File: src/rtl/filt_cici_interp.sv
// CIC interpolator: N combs at the input rate, zero-stuffing by R, N integrators at the output rate.
// The input rate is derived from a modulo-R phase counter; o_strobe requests the next low-rate sample.
module filt_cici_interp #(
    parameter int gp_interpolation_factor = 8,
    parameter int gp_order                = 3,
    parameter int gp_diff_delay           = 1,
    parameter int gp_phase                = 0,
    parameter int gp_inp_width            = 16,
    parameter int gp_oup_width            = 22
) (
    input  logic                    i_clk,
    input  logic                    i_rst,
    input  logic                    i_ena,
    input  logic [gp_inp_width-1:0] i_data,
    output logic                    o_strobe,
    output logic [gp_oup_width-1:0] o_data
);

    function automatic int f_growth(input int unsigned r, input int unsigned m, input int unsigned n);
        longint unsigned g;
        g = 1;
        for (int unsigned i = 0; i < n; i++) begin
            g = g * longint'(r * m);
        end
        g = g / longint'(r);
        return int'($clog2(g));
    endfunction

    localparam int LP_R    = gp_interpolation_factor;
    localparam int LP_N    = gp_order;
    localparam int LP_M    = gp_diff_delay;
    localparam int LP_W    = gp_inp_width + LP_N * $clog2(LP_R * LP_M);
    localparam int LP_BOUT = gp_inp_width + f_growth(LP_R, LP_M, LP_N);
    localparam int LP_CW   = $clog2(LP_R);

    logic [LP_CW-1:0]        r_cnt;
    logic                    r_up;
    logic signed [LP_W-1:0]  r_in;
    logic signed [LP_W-1:0]  r_ups;
    logic signed [LP_W-1:0]  r_dly   [0:LP_N-1][0:LP_M-1];
    logic signed [LP_W-1:0]  r_integ [0:LP_N-1];
    logic signed [LP_W-1:0]  w_c     [0:LP_N];
    logic signed [LP_BOUT-1:0] w_full;
    logic                    w_strobe;
    logic                    w_unused;

    assign w_strobe = i_ena & ~i_rst & (r_cnt == LP_CW'(gp_phase));
    assign o_strobe = w_strobe;

    // Comb chain is combinational; delay lines hold the stage inputs of the last M strobes.
    assign w_c[0] = r_in;
    genvar gk;
    for (gk = 0; gk < LP_N; gk++) begin : g_comb
        assign w_c[gk+1] = w_c[gk] - r_dly[gk][LP_M-1];
    end

    always_ff @(posedge i_clk) begin
        if (i_rst) begin
            r_cnt <= '0;
            r_in  <= '0;
            r_up  <= 1'b0;
            r_ups <= '0;
            for (int unsigned k = 0; k < LP_N; k++) begin
                r_integ[k] <= '0;
                for (int unsigned m = 0; m < LP_M; m++) begin
                    r_dly[k][m] <= '0;
                end
            end
        end else if (i_ena) begin
            if (r_cnt == LP_CW'(LP_R - 1)) begin
                r_cnt <= '0;
            end else begin
                r_cnt <= r_cnt + LP_CW'(1);
            end
            r_up  <= w_strobe;
            r_ups <= r_up ? w_c[LP_N] : '0;
            if (w_strobe) begin
                r_in <= LP_W'($signed(i_data));
                for (int unsigned k = 0; k < LP_N; k++) begin
                    r_dly[k][0] <= w_c[k];
                    for (int unsigned m = 1; m < LP_M; m++) begin
                        r_dly[k][m] <= r_dly[k][m-1];
                    end
                end
            end
            r_integ[0] <= r_integ[0] + r_ups;
            for (int unsigned k = 1; k < LP_N; k++) begin
                r_integ[k] <= r_integ[k] + r_integ[k-1];
            end
        end
    end

    // Integrator wrap is harmless: only the low Bout bits carry the result.
    assign w_full   = r_integ[LP_N-1][LP_BOUT-1:0];
    assign w_unused = ^r_integ[LP_N-1];

    if (gp_oup_width >= LP_BOUT) begin : g_ext
        assign o_data = gp_oup_width'(w_full);
    end else begin : g_trunc
        assign o_data = w_full[LP_BOUT-1 -: gp_oup_width];
    end

endmodule

File: config.mk
export PLATFORM = sky130hd
export DESIGN_NAME = filt_cici_interp
export DESIGN_NICKNAME = d
export VERILOG_FILES = /design/src/rtl/filt_cici_interp.sv
export SDC_FILE = /design/constraint.sdc
export NUM_CORES = 1
export LEC_CHECK = 0
export ABC_AREA = 1
export CORE_MARGIN = 10
export CORE_UTILIZATION = 40
export CTS_BUF_LIST = sky130_fd_sc_hd__clkbuf_8
export CTS_CLUSTER_SIZE = 16
export DETAILED_ROUTE_END_ITERATION = 6
export PLACE_DENSITY_LB_ADDON = 0.2
export REMOVE_ABC_BUFFERS = 1
export SYNTH_ARGS = -nofsm -noshare
export SYNTH_HDL_FRONTEND = slang
export SYNTH_SLANG_ARGS = --single-unit
File: constraint.sdc
create_clock -name i_clk -period 10.9 [get_ports i_clk]
set_input_delay 1.09 -clock i_clk [delete_from_list [all_inputs] [get_ports i_clk]]
set_output_delay 1.09 -clock i_clk [all_outputs]
set_load 0.02 [all_outputs]
==> flow_summary_export.csv, run 1 <==
group,metric,value,unit
sta,maxSlewHeadroom,34.27,%
floorplan,dieWidth,196.2,um
global_route,grt_first_pass_wirelength,50.20,mm
worst_setup_path,timing.critical_path.required,9.81,ns
floorplan,core,0.03059,mm^2
sta,timing_max_transition_violations_final,0,
sta,tightest_slew,0.9860,ns
clocking,cts_repair_resize_count,0,
worst_setup_path,worst-setup-path-type,"in2out",
clocking,cts-root-buf,"clkbuf_8",
worst_hold_path,min_path_type,"reg2reg",
placement,placement.io_buffers,41,
final_layout,layout-drive-gt1-share,4.472,%
final_layout,total_inserted_antenna_cells,0,
global_route,grtUsageTotal,15.95,%
yosys,syn-mean-instance-area,7.888,um^2
clocking,insertion_delay_of_the_later_clocked_pin_in_the_worst_skew_pair,0.50,ns
yosys,yosysWarningCount,0,
final_layout,finish.net_count,1746,
final_layout,fin_util,44.49,%
clocking,clock_tree.buffer_depth,2,
clocking,cts_hold_buf,0,
clocking,post-cts-setup-buffers,0,
clocking,clk_pin_slew,0.10,ns
power,vdd_ir_drop_max,0.0001154,V
yosys,count_of_flip_flops_with_a_built_in_enable_after_synthesis,126,
yosys,synth_cells,1575,
clocking,clock_tree_from_tritoncts,"done",
job,maxCapViolations,0,
clocking,tritoncts.num_buffers,17,
global_route,gr-total-overflow,0,
drt,avgRoutedWirePerCell,14.96,um
drt,wl,30.00,mm
clocking,tritoncts_num_sinks,168,
clocking,cts_htree_levels,4,
drt,route.antenna.remaining_nets,0,
floorplan,rows,64,
worst_setup_path,cp_max_fo,92,
yosys,share_of_the_yosys_chip_area_belonging_to_registers,37.22,%
floorplan,die-height,196.2,um
yosys,ys_types,50,
drt,drt-pass1-iter-count,5,
global_route,first_global_vias,10466,
sta,final.period_utilization,48.97,%
yosys,synth-seq-cells,168,
sta,timing.clock.skew,0.01991,ns
sta,clock.fmax,0.1873,GHz
sta,final_period_minus_worst_setup_slack,5.338,ns
global_route,antenna_found_initial,0,
power,p_per_area,211.6,mW/mm^2
floorplan,starting_density_of_the_core,40.61,%
sta,grt_setup_unrepaired,"false",
drt,detailed_route_via_count,10302,
yosys,postSynth.asyncResetShare,0,%
worst_setup_path,setup.worst_path.end_class,"output pin",
floorplan,dieArea,0.03851,mm^2
global_route,grt_start_max_net_pins,93,
sta,sum_of_negative_setup_slack,0,ns
yosys,syn_area,0.01242,mm^2
placement,dp_hpwl,23.49,mm
final_layout,flow.area_growth_from_synthesis,9.548,%
drt,drc,0,
yosys,synth-main-ff-cell,"edfxtp_1",
sta,setup_viol,0,
worst_setup_path,arrival,4.25,ns
placement,gp_routability_congestion,0.8874,
drt,detailedRoute.firstIterationViolations,523,
power,leakagePower,6.124,nW
run_status,status,"finished clean",
worst_setup_path,critical_path.startpoint_type,"input port",
drt,vias_per_cell,5.136,
floorplan,ioPinCount,42,
sta,timing_hold_violations_final,0,
[cell type report]
class                   instances  area (um^2)
clock buffers                  17        234.0
clock inverters                15        232.7
fillers                      3115        16980
inverters                     243        912.1
multi-input cells            1119         6648
flip-flops and latches        168         4624
well taps                     396        495.5
repair buffers                 48        462.9
[flip-flops by register name, indices dropped and copies added (netlist names)]
signal,count
r_integ,66
r_dly,60
r_ups,22
r_in,16
r_cnt,3
r_up,1
[cells in the final DEF, fill, tap and decap left out, types with 2 or more instances in the layout]
| cell | instances |
|---|---|
| nand2_1 | 244 |
| inv_1 | 240 |
| nor2_1 | 176 |
| a21oi_1 | 168 |
| o21ai_0 | 129 |
| edfxtp_1 | 126 |
| ha_1 | 124 |
| nand3_1 | 64 |
| dfxtp_1 | 42 |
| clkdlybuf4s50_1 | 41 |
| xor2_1 | 22 |
| a211oi_1 | 22 |
| o21a_1 | 18 |
| clkbuf_8 | 17 |
| nor3_1 | 16 |
| a21o_1 | 15 |
| nand4_1 | 14 |
| xnor2_1 | 14 |
| o21bai_1 | 12 |
| a31oi_1 | 8 |
| nor4_1 | 8 |
| o21ai_2 | 7 |
| o21ai_1 | 7 |
| buf_4 | 7 |
| a21oi_2 | 6 |
| fa_1 | 6 |
| bufinv_16 | 5 |
| and3_1 | 4 |
| or2_2 | 4 |
| inv_6 | 4 |
| nand2_2 | 3 |
| a221oi_1 | 3 |
| o211ai_1 | 3 |
| and2_1 | 3 |
| nor3_2 | 2 |
| inv_2 | 2 |
| o31ai_1 | 2 |
| inv_4 | 2 |
| inv_8 | 2 |
[per-layer routing]
metal	routed length, um	part of all wire [%]	GRT usage, %	vias up
met5	0	0	0	-
li1	-	-	-	5406
met4	812	2.7	5.628	0
met3	747	2.5	2.830	44
met1	12540	42	16.76	4741
met2	15910	53	30.85	111
[final timing paths]
| kind | to | start | depth (start not counted) | slack, ns |
|---|---|---|---|---|
| max | o_strobe | i_rst | 7 | 5.56 |
| min | r_ups[15] | r_ups[15] | 2 | 0.47 |
| max reg2reg | r_ups[18] | r_in[0] | 31 | 5.68 |
| min reg2reg | r_ups[15] | r_ups[15] | 2 | 0.47 |
[power breakdown]
group	switching (mW)	leakage, nW	internal [mW]
Clock	0.268	0.236	0.278
Combinational	1.01	4.18	0.518
Sequential	0.0384	1.70	0.772
[metrics by stage]
step | instance area (um^2) | total power [mW] | cells | hold WS, ns | setup WS [ns]
after CTS | 13610 | 2.898 | 2006 | 0.4737 | 5.505
after detailed placement | 13140 | 2.345 | 1974 | 0.4546 | 5.484
final | 13610 | 2.880 | 2006 | 0.4674 | 5.562
after global routing | 13610 | 3.161 | 2006 | 0.4884 | 4.911
after floorplan | 12170 | 1.958 | 1530 | 0.4324 | 5.199
after global placement | 13140 | 2.339 | 1974 | 0.4525 | 5.571
[Yosys cell counts (4+ instances only)]
cell type	count	share of area (%)
a211oi_1	22	1.3
a21o_1	15	0.91
a21oi_1	168	6.8
a21oi_2	6	0.42
a31oi_1	8	0.40
and3_1	4	0.20
buf_2	4	0.16
buf_4	22	1.3
clkbuf_1	19	0.57
dfxtp_1	42	6.8
edfxtp_1	126	30
fa_1	6	0.97
ha_1	124	12
inv_1	241	7.3
nand2_1	244	7.4
nand3_1	65	2.6
nand4_1	14	0.70
nor2_1	176	5.3
nor3_1	16	0.64
nor4_1	8	0.40
o21a_1	18	1.1
o21ai_0	129	5.2
o21ai_1	7	0.28
o21ai_2	7	0.49
o21bai_1	12	0.73
or2_2	4	0.20
xnor2_1	14	0.99
xor2_1	22	1.6
[cell families after synthesis]
kind of cell / after synthesis / share of synthesized area, %
fa+ha+maj: 130 / 13.46
buf+inv: 288 / 9.407
simple gates: 542 / 18.24
xor+xnor: 38 / 2.800
flops: 168 / 37.22
compound gates: 409 / 18.87
[critical path, stage by stage]
cell and delay [ns]:
clkdlybuf4s50_1 0.42, buf_4 0.21, nor2_4 0.11, buf_4 0.45, nand3_4 0.85, inv_1 0.37, clkdlybuf4s50_1 0.66
(Power assumes the default switching activity.)
==> inputs of run 2 (changes only) <==
- clock period: 10.9 -> 4.7 ns (I/O delays scaled with it)
==> flow_summary_export.csv, run 2 (synthesized netlist as in run 1, its figures left out) <==
group,metric,value,unit
run_status,status,"finished clean",
sta,sum_of_negative_setup_slack,0,ns
final_layout,final_cells,2078,
clocking,clock_tree_from_tritoncts,"done",
sta,final_period_minus_worst_setup_slack,4.499,ns
sta,grt_setup_unrepaired,"true",
final_layout,flow.area_growth_from_synthesis,18.50,%
final_layout,total_inserted_antenna_cells,0,
power,comb_power_share,60.5,%
global_route,grt_first_pass_wirelength,52.28,mm
clocking,cts-root-buf,"clkbuf_8",
job,maxCapViolations,0,
power,total_power,7.731,mW
floorplan,die-height,196.2,um
sta,setup_viol,0,
global_route,antenna_found_initial,0,
floorplan,rows,64,
power,vdd_ir_drop_max,0.0002166,V
drt,route.antenna.remaining_nets,0,
placement,dp_worst_setup_slack,-0.1792,ns
global_route,grtUsageTotal,16.64,%
worst_setup_path,arrival,4.89,ns
power,leakagePower,6.584,nW
floorplan,core,0.03059,mm^2
floorplan,ioPinCount,42,
final_layout,mostFrequentLayoutCells,"inv_1 (235), nand2_1 (225), nor2_1 (172)",
sta,tightest_slew,0.9219,ns
clocking,cts_hold_buf,0,
final_layout,fin_util,48.13,%
worst_setup_path,critical-path-max-stage-delay,0.40,ns
final_layout,sequential_cell_area,0.004626,mm^2
drt,drt-pass1-iter-count,5,
final_layout,max_reg_flops,66,
placement,placement.io_buffers,41,
floorplan,starting_density_of_the_core,40.61,%
clocking,cts_htree_levels,4,
floorplan,dieWidth,196.2,um
clocking,clock_tree.buffer_depth,2,
final_layout,layout-drive-gt1-share,14.15,%
sta,maxSlewHeadroom,38.54,%
global_route,grt_start_max_net_pins,92,
placement,gp_routability_congestion,0.8973,
drt,detailedRoute.firstIterationViolations,522,
global_route,first_global_vias,10828,
sta,timing_max_transition_violations_final,0,
power,design_internal_power,4.209,mW
clocking,clk_pin_slew,0.11,ns
worst_setup_path,worst-setup-path-type,"reg2reg",
clocking,insertion_delay_of_the_later_clocked_pin_in_the_worst_skew_pair,0.49,ns
worst_setup_path,timing.critical_path.required,5.09,ns
placement,dp_cells,2029,
final_layout,largest-register,"r_integ",
global_route,gr-total-overflow,0,
worst_setup_path,setup.worst_path.end_class,"flop",
sta,clock.fmax,0.2223,GHz
placement,placed_area,0.01358,mm^2
power,p_per_area,525.1,mW/mm^2
floorplan,dieArea,0.03851,mm^2
drt,detailed_route_via_count,10656,
power,power_switching,3.522,mW
drt,vias_per_cell,5.128,
clocking,tritoncts.num_buffers,17,
power,switching_share,45.55,%
sta,timing_hold_violations_final,0,
worst_hold_path,min_path_type,"reg2reg",
final_layout,largestRegisters,"r_integ x66, r_dly x60, r_ups x22",
sta,final.period_utilization,95.72,%
worst_setup_path,critical_path.slowest_cell,"edfxtp_1",
worst_setup_path,reg2reg_slack,0.20,ns
final_layout,finish.net_count,1818,
drt,drc,0,
power,clock_power_share,15.1,%
final_layout,post-route-cell-area,0.01472,mm^2
sta,postLayoutSetupSlackWorst,0.2012,ns
power,p_seq_share,24.3,%
worst_setup_path,cp_max_fo,4,
final_layout,layout.cells.most_common,"inv_1",
clocking,tritoncts_num_sinks,168,
drt,wl,32.26,mm
drt,avgRoutedWirePerCell,15.53,um
final_layout,area_of_the_multi_input_gates,0.007234,mm^2
sta,final.hold.worst_slack,0.4653,ns
final_layout,layout.filler_cells,3070,
sta,timing.clock.skew,0.01906,ns
placement,dp_hpwl,24.84,mm
worst_setup_path,critical_path.startpoint_type,"flop",
==> run 2: cell type report <==
cell class / instances / area share [%]
Inverter: 243 / 6.196
Tap cell: 396 / 3.366
Multi-Input combinational cell: 1119 / 49.14
Timing Repair Buffer: 120 / 7.012
Clock inverter: 15 / 1.275
Sequential cell: 168 / 31.42
Clock buffer: 17 / 1.589
==> run 2: critical path, delay by kind of cell (launching register included) <==
kind,cells,cell delay (ns)
and+or+nand+nor,11,0.82
DFF,1,0.40
xor gates and xnor gates,2,0.35
buffers and inverters,7,0.81
AOI/OAI and AO/OA,7,0.91
adders and majority gates,4,1.13
==> run 2: per-layer routing <==
| layer | GRT usage (%) | vias to the layer above | wire (um) |
|---|---|---|---|
| li1 | - | 5544 | - |
| met3 | 2.558 | 40 | 781 |
| met2 | 32.84 | 144 | 17750 |
| met1 | 17.07 | 4928 | 12990 |
| met4 | 6.193 | 0 | 744 |
| met5 | 0 | - | 0 |
==> run 2: power by group through the flow <==
stage | sequential [mW] | clock [mW] | combinational, mW
5_1_grt | 1.90 | 1.26 | 5.24
3_5_place_dp | 1.91 | 0 | 3.95
6_report | 1.88 | 1.17 | 4.68
4_1_cts | 1.88 | 1.21 | 4.06
2_1_floorplan | 1.91 | 0 | 2.63
3_3_place_gp | 1.91 | 0 | 3.96
==> run 2: final timing paths <==
check | start | to | cells after the start
worst max-delay path | r_dly[0][0] | r_ups[18] | 31
worst min-delay path | r_ups[14] | r_ups[14] | 2
worst max register to register | r_dly[0][0] | r_ups[18] | 31
worst min register to register | r_ups[14] | r_ups[14] | 2
==> run 2: timing repair <==
item,4_1_cts,5_1_grt
pin swaps,3,57
gates resized for setup,12,117
cloned,0,0
setup endpoints to repair,7,10
buffers inserted,2,15
==> inputs of run 3 (changes only) <==
- CTS_CLUSTER_DIAMETER: not set -> 100
- CTS_CLUSTER_SIZE: 16 -> 28
==> results of run 3 <==
Final layout, timing and power as in run 2 (identical DEF).
